--- config.mk ---
export PLATFORM = sky130hd
export DESIGN_NAME = alu_issue
export DESIGN_NICKNAME = d
export VERILOG_FILES = /design/src/rtl/alu_issue.sv
export SDC_FILE = /design/constraint.sdc
export NUM_CORES = 1
export LEC_CHECK = 0
export ABC_AREA = 1
export BUFFER_PORTS_ARGS = -buffer_cell sky130_fd_sc_hd__buf_2
export CAP_MARGIN = 20
export CORE_ASPECT_RATIO = 1.1
export CORE_UTILIZATION = 52
export CTS_BUF_LIST = sky130_fd_sc_hd__clkbuf_8
export DETAILED_ROUTE_END_ITERATION = 8
export MAX_ROUTING_LAYER = met4
export PLACE_DENSITY = 0.95
export SYNTH_ARGS = -nofsm -noshare
export SYNTH_HDL_FRONTEND = slang
export SYNTH_SLANG_ARGS = --single-unit
--- constraint.sdc ---
create_clock -name clk -period 2.8 [get_ports clk]
set_input_delay 0.14 -clock clk [delete_from_list [all_inputs] [get_ports clk]]
set_output_delay 0.14 -clock clk [all_outputs]
set_load 0.05 [all_outputs]
--- src/rtl/alu_issue.sv ---
// rtl/alu_issue.sv - command sequencer in front of the 16-bit ALU; `ALU_ISSUE_CHAIN_EN adds accumulator chaining
module alu_issue #(
  parameter int WIDTH = 16,
  parameter int OP_W  = 2
) (
  input  logic             clk,
  input  logic             rst,
  input  logic             cmd_valid,
  output logic             cmd_ready,
  input  logic [WIDTH-1:0] cmd_x,
  input  logic [WIDTH-1:0] cmd_y,
  input  logic             cmd_zx,
  input  logic             cmd_zy,
  input  logic             cmd_no,
  input  logic [OP_W-1:0]  cmd_op,
`ifdef ALU_ISSUE_CHAIN_EN
  input  logic             cmd_chain,
`endif
  output logic [WIDTH-1:0] alu_x,
  output logic [WIDTH-1:0] alu_y,
  output logic             alu_zx,
  output logic             alu_zy,
  output logic             alu_no,
  output logic [OP_W-1:0]  alu_op,
  input  logic [WIDTH-1:0] alu_result,
  input  logic             alu_is_negative,
  output logic             res_valid,
  input  logic             res_ready,
  output logic [WIDTH-1:0] res_data,
  output logic             res_zero,
  output logic             res_neg
);

  typedef enum logic [1:0] {
    S_IDLE    = 2'd0,
    S_ISSUE   = 2'd1,
    S_CAPTURE = 2'd2,
    S_RESP    = 2'd3
  } state_t;

  state_t           r_state;
  logic             w_accept;
  logic [WIDTH-1:0] w_x_src;

  // A result being drained in RESP frees the slot for the next command in the same cycle.
  assign cmd_ready = (r_state == S_IDLE) | ((r_state == S_RESP) & res_ready);
  assign w_accept  = cmd_valid & cmd_ready;

`ifdef ALU_ISSUE_CHAIN_EN
  logic [WIDTH-1:0] r_bypass;

  always_ff @(posedge clk or negedge rst) begin
    if (!rst) begin
      r_bypass <= '0;
    end else if (r_state == S_CAPTURE) begin
      r_bypass <= alu_result;
    end
  end

  assign w_x_src = cmd_chain ? r_bypass : cmd_x;
`else
  assign w_x_src = cmd_x;
`endif

  always_ff @(posedge clk or negedge rst) begin
    if (!rst) begin
      r_state   <= S_IDLE;
      alu_x     <= '0;
      alu_y     <= '0;
      alu_zx    <= 1'b0;
      alu_zy    <= 1'b0;
      alu_no    <= 1'b0;
      alu_op    <= '0;
      res_valid <= 1'b0;
      res_data  <= '0;
      res_zero  <= 1'b0;
      res_neg   <= 1'b0;
    end else begin
      // ALU drive registers only move on an accept, so they stay stable through ISSUE.
      if (w_accept) begin
        alu_x  <= w_x_src;
        alu_y  <= cmd_y;
        alu_zx <= cmd_zx;
        alu_zy <= cmd_zy;
        alu_no <= cmd_no;
        alu_op <= cmd_op;
      end
      case (r_state)
        S_IDLE: begin
          if (w_accept) begin
            r_state <= S_ISSUE;
          end
        end
        S_ISSUE: begin
          r_state <= S_CAPTURE;
        end
        S_CAPTURE: begin
          // ALU is_zero is pre-negation, so zero is recomputed from the final value.
          res_data  <= alu_result;
          res_zero  <= (alu_result == '0);
          res_neg   <= alu_is_negative;
          res_valid <= 1'b1;
          r_state   <= S_RESP;
        end
        S_RESP: begin
          if (res_ready) begin
            res_valid <= 1'b0;
            r_state   <= w_accept ? S_ISSUE : S_IDLE;
          end
        end
        default: begin
          r_state <= S_IDLE;
        end
      endcase
    end
  end

endmodule

# Word-level counts from Yosys, hierarchy flattened
# Cells that the tools add are included.
# W data, S select, Z words.
[totals]
memories = 0
in_bits = 58
latchBits = 0
rom_bits = 0
register_bits = 58
ramBits = 0
out_inout_bits = 57
[classes]
reduce_logical = 5
n_eq_ne = 5
n_bitwise = 3
n_mul = 0
muxes = 6
shifts = 0
n_addsub = 0
div_mod_pow = 0
magnitude_cmp = 0
[ops]
columns = ["op", "count"]
rows = [
  ["$logic_not A16 Y1", 1],
  ["$pmux W2 S4", 1],
  ["$eq A2 B2 Y1 const B", 2],
  ["$mux W2", 2],
  ["$ne A2 B2 Y1 const B", 2],
  ["$reduce_and A2 Y1", 2],
  ["$and A1 B1 Y1", 2],
  ["$eq A2 B1 Y1 const B", 1],
  ["$logic_not A2 Y1", 1],
  ["$mux W1", 2],
  ["$pmux W1 S2", 1],
  ["$reduce_bool A2 Y1", 1],
  ["$or A1 B1 Y1", 1],
]

# Depth between registers and ports, before layout
# Gate-level depths: netlist (run 1).
[depth]
depth_word = 7
depth_mapped = 8

# Worst setup path before layout (run 1)
# Ideal clock, no wire load.
[synth_timing]
kind = "reg2reg"
from = "register r_state[0]"
to = "register alu_y[10]"
t_required_ps = 2733
stages_incl_launch_ff = 8
setup_slack_ps = 1429
period_less_slack_ps = 1371
t_arrival_ps = 1305
cell_sequence = "dfrtp_1 inv_1 ha_1 inv_1 nand2_4 buf_2 nand3_1 nand2_1"
[synth_via]
elab_chain_cells = 4
word_cells_on_any_way = 5
classes_between = "1 x eq/ne; 3 x bitwise; 1 x reduce/logical"
[synth_rtl]
columns = ["element", "line_no", "text"]
rows = [
  ["from (decl)", "41", "state_t r_state;"],
  ["from (signal assigned)", "108", "r_state <= w_accept ? S_ISSUE : S_IDLE;"],
  ["$eq A2 B2 Y1", "46", "assign cmd_ready = (r_state == S_IDLE) | ((r_state == S_RESP) & res_ready);"],
  ["$and A1 B1 Y1", "46", ""],
  ["$or A1 B1 Y1 (*)", "46", ""],
  ["named net cmd_ready", "9", "output logic cmd_ready,"],
  ["$and A1 B1 Y1 (*)", "47", "assign w_accept = cmd_valid & cmd_ready;"],
  ["to (signal assigned)", "82", "alu_y <= cmd_y;"],
  ["to (decl)", "20", "output logic [WIDTH-1:0] alu_y,"],
]
# The timed path passes the listed nets; every way through them passes the cells marked *.
# A chain may end at the register's enable or synchronous reset.

# Final worst setup path (run 1)
[layout_timing]
from = "register r_state[0]"
to = "output port cmd_ready"
[layout_via]
elab_chain_cells = 3
word_cells_on_any_way = 4
classes_between = "1 x eq/ne; 2 x bitwise; 1 x reduce/logical"
[layout_rtl]
columns = ["element", "line_no"]
rows = [
  ["$eq A2 B2 Y1", "46"],
  ["$and A1 B1 Y1", "46"],
  ["$or A1 B1 Y1 (*)", "46"],
  ["to (decl)", "9"],
]
# Mark *: on every way between the ends. The rest lies on a longest branch, timed or not.

==> results of run 1 <==
-- routing by layer --
metal | up-vias | wire length (µm)
met4 | 0 | 82
met5 | - | 0
met3 | 8 | 450
li1 | 1087 | -
met1 | 1012 | 2310
met2 | 95 | 2690
-- layout make-up --
cell class	count	share of cell area [%]
Clock buffer	12	5.12
Multi-Input combinational cell	191	27.5
Timing Repair Buffer	116	18.2
Tap cell	56	2.17
Clock inverter	4	0.543
Sequential cell	58	45.0
Inverter	12	1.40
-- registers in the layout (all words and copies together) (netlist names) --
name	flops
alu_x	16
alu_y	16
res_data	16
alu_op	2
r_state	2
alu_no	1
alu_zx	1
alu_zy	1
res_neg	1
res_valid	1
res_zero	1
-- cells in the mapped netlist, drive strengths merged --
cell type  instances
clkbuf             2
o21ai              6
inv               12
nand2            128
a21oi              2
ha                 4
nand3             39
o21a               2
nor2              10
buf               12
dfrtp             58
-- tightest hold or removal path, cell delays in order --
cell     delay [ns]
buf_2          0.07
nand2_1        0.04
nand2_1        0.05
-- kinds of logic (layout without fill, tap and decap cells) --
logic type,Yosys count,in the layout,share of synthesized area [%]
AOI/OAI and AO/OA,10,10,2.18
adders and majority gates,4,4,1.99
DFF,58,58,57.6
buffers and inverters,26,144,7.25
and+or+nand+nor,177,177,31.0
-- per-stage QoR --
step / cell area, µm² / setup WS [ns]
detailed placement: 3030 / 0.941
CTS: 3220 / 0.811
finish: 3220 / 0.817
floorplan: 2520 / 1.43
global placement: 3030 / 1.05
global route: 3220 / 0.724
-- worst max path at each step --
stage | startpoint | endpoint | slack (ns) | depth (start not counted)
final | r_state[0]$_DFFE_PN0P_ | cmd_ready | 0.82 | 5
after global routing | r_state[0]$_DFFE_PN0P_ | cmd_ready | 0.72 | 5
after CTS | r_state[0]$_DFFE_PN0P_ | cmd_ready | 0.81 | 5
after detailed placement | r_state[0]$_DFFE_PN0P_ | alu_y[15]$_DFFE_PN0P_ | 0.94 | 7
after global placement | r_state[1]$_DFFE_PN0P_ | alu_x[9]$_DFFE_PN0P_ | 1.05 | 7
after floorplan | r_state[0]$_DFFE_PN0P_ | alu_y[10]$_DFFE_PN0P_ | 1.43 | 7
==> flow_metrics.env, run 1 <==
export IMPL_grt_pass1_wl_um=8420
export IMPL_grt_usage_pct=23.6
export IMPL_grtUsageMet2_pct=39.0
export IMPL_final_cell_mix="125 x nand2_1, 114 x buf_2, 58 x dfrtp_1, 29 x nand3_1, 14 x inv_1"
export IMPL_clk_path_buf_depth=2
export IMPL_clk_pin_slew_ns=0.06
export IMPL_min_to="res_neg$_DFFE_PN0P_"
export IMPL_finalSetupViolCount=0
export IMPL_finalHoldViolations=0
export IMPL_synth_area_leaders="dfrtp_1 58%, nand2_1 19%, nand3_1 5.8%"
export IMPL_final_util_pct=69.3
export IMPL_drv_slew=0
export IMPL_clock_sinks=58
export IMPL_hp_class="input pin to flop"
export IMPL_syn_mean_instance_area_um2=9.16
export IMPL_htree_levels=3
export IMPL_crit_path_start_kind="flop"
export IMPL_cts_buffers=9
export IMPL_rows=26
export IMPL_required_ns=2.66
export IMPL_rsz0062_at_grt="false"
export IMPL_cts_setup_buffers=0
export IMPL_busiest_layer="met2"
export IMPL_critical_path_class="flop to output pin"
export IMPL_drtIter0Drc=128
export IMPL_multiInputGateArea_um2=886
export IMPL_syn_to_final_growth_pct=27.9
export IMPL_totalWireLength_um=5530
export IMPL_use_met3_pct=7.27
export IMPL_layout_cells_non_filler=449
export IMPL_worst_r2r_cell_count=7
export IMPL_vias=2202
export IMPL_syn_inst=275
export IMPL_hp_start="alu_is_negative"
export IMPL_hold_depth=3
export IMPL_cts_root_buf="clkbuf_8"
export IMPL_ys_types=18
export IMPL_vias_per_cell=4.90
export IMPL_place_gp_congestion=0.776
export IMPL_initial_core_util_pct=54.2
export IMPL_path_cells="inv_1 -> ha_1 -> inv_1 -> nand2_4 -> buf_2"
export IMPL_hpwlAfterDp_um=3880
export IMPL_max_stage_delay_ns=0.40
export IMPL_dp_cells=432
export IMPL_routedWlPerCell_um=12.3
export IMPL_r2r_end="alu_x[13]$_DFFE_PN0P_"
export IMPL_die_area_um2=5130
export IMPL_ant_nets=0
export IMPL_tritoncts="built"
export IMPL_core_area_um2=4650
export IMPL_drive_gt1_share_pct=36.1
export IMPL_critPathBufInv=3
export IMPL_cts_resized=0
export IMPL_hold_ws_ns=0.0178
export IMPL_drc_errors=0
export IMPL_ff2ff_setup_slack_ns=0.93
export IMPL_cp_end_kind="output pin"
export IMPL_crit_slowest_cell="dfrtp_1"
export IMPL_grt_pass1_vias=1992
export IMPL_fin_tns_setup_ns=0
export IMPL_synth_top_area_share_pct=57.6
export IMPL_grt_max_degree=41
export IMPL_io_buffers=114
export IMPL_antenna_found_initial=0
export IMPL_regArea_um2=1450
export IMPL_ys_warnings_count=0
export IMPL_ys_seq_area_share_pct=57.6
export IMPL_die_h_um=75.0
export IMPL_synth_area_um2=2520
export IMPL_fin_skew_ns=0.00666
export IMPL_cp_max_fo=39
export IMPL_clock_latency_ns=0.32
export IMPL_period_minus_slack_ns=1.98
export IMPL_synth_top_area_cell="dfrtp_1"
export IMPL_final_common_cell="nand2_1"
export IMPL_final_nets=450
export IMPL_reg2reg_from="r_state[0]$_DFFE_PN0P_"
export IMPL_crit_top_cell="inv_1"
export IMPL_overflow=0
export IMPL_fill_cells=356
export IMPL_worstMarginPinSlew_ns=0.827
export IMPL_cp_arrival_ns=1.84
export IMPL_die_x_um=68.4
export IMPL_ys_ff_latch=58
export IMPL_diodes=0
export IMPL_first_pass_iters=4
export IMPL_use_met1_pct=25.0
export IMPL_critical_path_top_delay_family="buffers and inverters"
export IMPL_syn_nets=337
export IMPL_max_freq_mhz=504
export IMPL_slew_limit_headroom_pct=44.9
export IMPL_num_io_pins=115
export IMPL_status="complete, no violations"
export IMPL_maxCapViolCount=0
export IMPL_fin_crit_sh_pct=70.8
export IMPL_cts_hold_fix_buffers=1
Power of run 1 is not shown: default switching activity piles up to over one toggle a cycle in this logic, so the estimate is an artifact.
==> run 2: changes to the inputs <==
- CORE_UTILIZATION: 52 -> 48
- PLACE_DENSITY: 0.95 -> 0.92
- clock period: 2.8 -> 2 ns (I/O delays scaled with it)
==> flow_metrics.env, run 2 (synthesis gave the netlist of run 1 again) <==
export IMPL_fin_skew_ns=0.00793
export IMPL_totalWireLength_um=6120
export IMPL_clock_sinks=58
export IMPL_fin_tns_setup_ns=0
export IMPL_pre_cts_slack_ns=0.390
export IMPL_period_minus_slack_ns=1.74
export IMPL_drive_gt1_share_pct=35.3
export IMPL_cp_max_fo=21
export IMPL_status="complete, but fails checks"
export IMPL_cp_end_kind="output pin"
export IMPL_critPathBufInv=3
export IMPL_core_area_um2=5030
export IMPL_critical_path_class="flop to output pin"
export IMPL_rsz0062_at_grt="false"
export IMPL_rows=27
export IMPL_antenna_found_initial=0
export IMPL_vias=2324
export IMPL_io_buffers=114
export IMPL_clk_path_buf_depth=2
export IMPL_drv_slew=0
export IMPL_layout_cells_non_filler=469
export IMPL_cts_root_buf="clkbuf_8"
export IMPL_maxCapViolCount=0
export IMPL_required_ns=1.90
export IMPL_cp_arrival_ns=1.64
export IMPL_routedWlPerCell_um=13.0
export IMPL_die_x_um=71.1
export IMPL_grt_pass1_wl_um=10100
export IMPL_clk_pin_slew_ns=0.06
export IMPL_reg_top3="alu_x x16, alu_y x16, res_data x16"
export IMPL_critical_path_top_delay_family="buffers and inverters"
export IMPL_hpwlAfterDp_um=4050
export IMPL_vdd_drop_max_mv=0.995
export IMPL_crit_path_start_kind="flop"
export IMPL_setup_slack_ns=0.262
export IMPL_syn_to_final_growth_pct=36.5
export IMPL_finalHoldViolations=0
export IMPL_multiInputGateArea_um2=886
export IMPL_power_per_cell_area_nw_per_um2=2010
export IMPL_max_freq_mhz=575
export IMPL_final_cell_mix="125 x nand2_1, 114 x buf_2, 58 x dfrtp_1, 29 x nand3_1, 18 x dlygate4sd3_1"
export IMPL_crit_top_cell="inv_1"
export IMPL_power_mw=6.93
export IMPL_overflow=0
export IMPL_htree_levels=3
export IMPL_worstMarginPinSlew_ns=0.626
export IMPL_grt_usage_pct=24.4
export IMPL_max_stage_delay_ns=0.40
export IMPL_num_io_pins=115
export IMPL_crit_slowest_cell="dfrtp_1"
export IMPL_dp_cells=437
export IMPL_final_util_pct=68.3
export IMPL_path_cells="inv_1 -> ha_1 -> inv_1 -> nand2_4 -> buf_2"
export IMPL_final_nets=470
export IMPL_p_leak_nw=1.99
export IMPL_clock_latency_ns=0.33
export IMPL_die_h_um=78.0
export IMPL_slew_limit_headroom_pct=58.2
export IMPL_drtIter0Drc=148
export IMPL_final_common_cell="nand2_1"
export IMPL_grt_max_degree=38
export IMPL_drc_errors=10
export IMPL_fill_cells=400
export IMPL_finalSetupViolCount=0
export IMPL_ant_nets=0
export IMPL_diodes=0
export IMPL_first_pass_iters=6
export IMPL_initial_core_util_pct=50.1
export IMPL_failed_checks="design-rule violations"
export IMPL_grt_pass1_vias=2262
export IMPL_die_area_um2=5540
export IMPL_hp_class="input pin to flop"
export IMPL_place_gp_congestion=0.799
export IMPL_cts_buffers=9
export IMPL_tritoncts="built"
export IMPL_regArea_um2=1450
export IMPL_fin_crit_sh_pct=86.9
export IMPL_vias_per_cell=4.96
[run 2: metrics by stage]
stage | area [µm²] | hold WS, ns
floorplan | 2520 | -0.196
finish | 3440 | 0.0135
detailed placement | 3070 | 0.127
global route | 3440 | 0.0131
CTS | 3440 | 0.00115
global placement | 3070 | 0.123
[run 2: layer usage]
layer	wire (µm)	GRT usage, %
met4	117	10.0
met3	468	5.97
met1	2400	26.9
met5	0	-
met2	3140	42.2
[run 2: worst min-delay path: cells and delay by family]
kind / cells / cell delay [ns]
and+or+nand+nor: 2 / 0.12
buffers and inverters: 1 / 0.09
[run 2: path summary, 6_finish.rpt]
check	start	to	slack [ns]	cells after the start
worst max-delay path	r_state[0]$_DFFE_PN0P_	cmd_ready	0.26	5
worst min-delay path	cmd_x[12]	alu_x[12]$_DFFE_PN0P_	0.01	3
worst max register to register	r_state[0]$_DFFE_PN0P_	alu_y[13]$_DFFE_PN0P_	0.42	7
worst min register to register	alu_y[5]$_DFFE_PN0P_	alu_y[5]$_DFFE_PN0P_	0.47	2
max in group asynchronous	rst	res_data[14]$_DFFE_PN0P_	1.10	3
min in group asynchronous	rst	alu_x[15]$_DFFE_PN0P_	0.32	2
[run 2: cell type report]
cell class,instances,share of cell area [%]
sequential,58,42.2
timing repair buffer,136,23.1
clock buffer,11,4.40
inverter,12,1.31
clock inverter,3,1.16
tap,58,2.11
multi-input combinational,191,25.8
[run 2: timing repair]
action	4_1_cts	5_1_grt
hold buffers	18	0
gates resized for setup	0	0
setup buffers	0	0
hold endpoints to repair	41	0
[run 2: report_power, final]
| group | internal [mW] | switching, mW | total [mW] |
|---|---|---|---|
| Clock | 0.625 | 0.425 | 1.05 |
| Sequential | 1.74 | 0.302 | 2.04 |
| Combinational | 0.842 | 3.00 | 3.84 |
No activity file was read; power rests on OpenSTA's default activity.
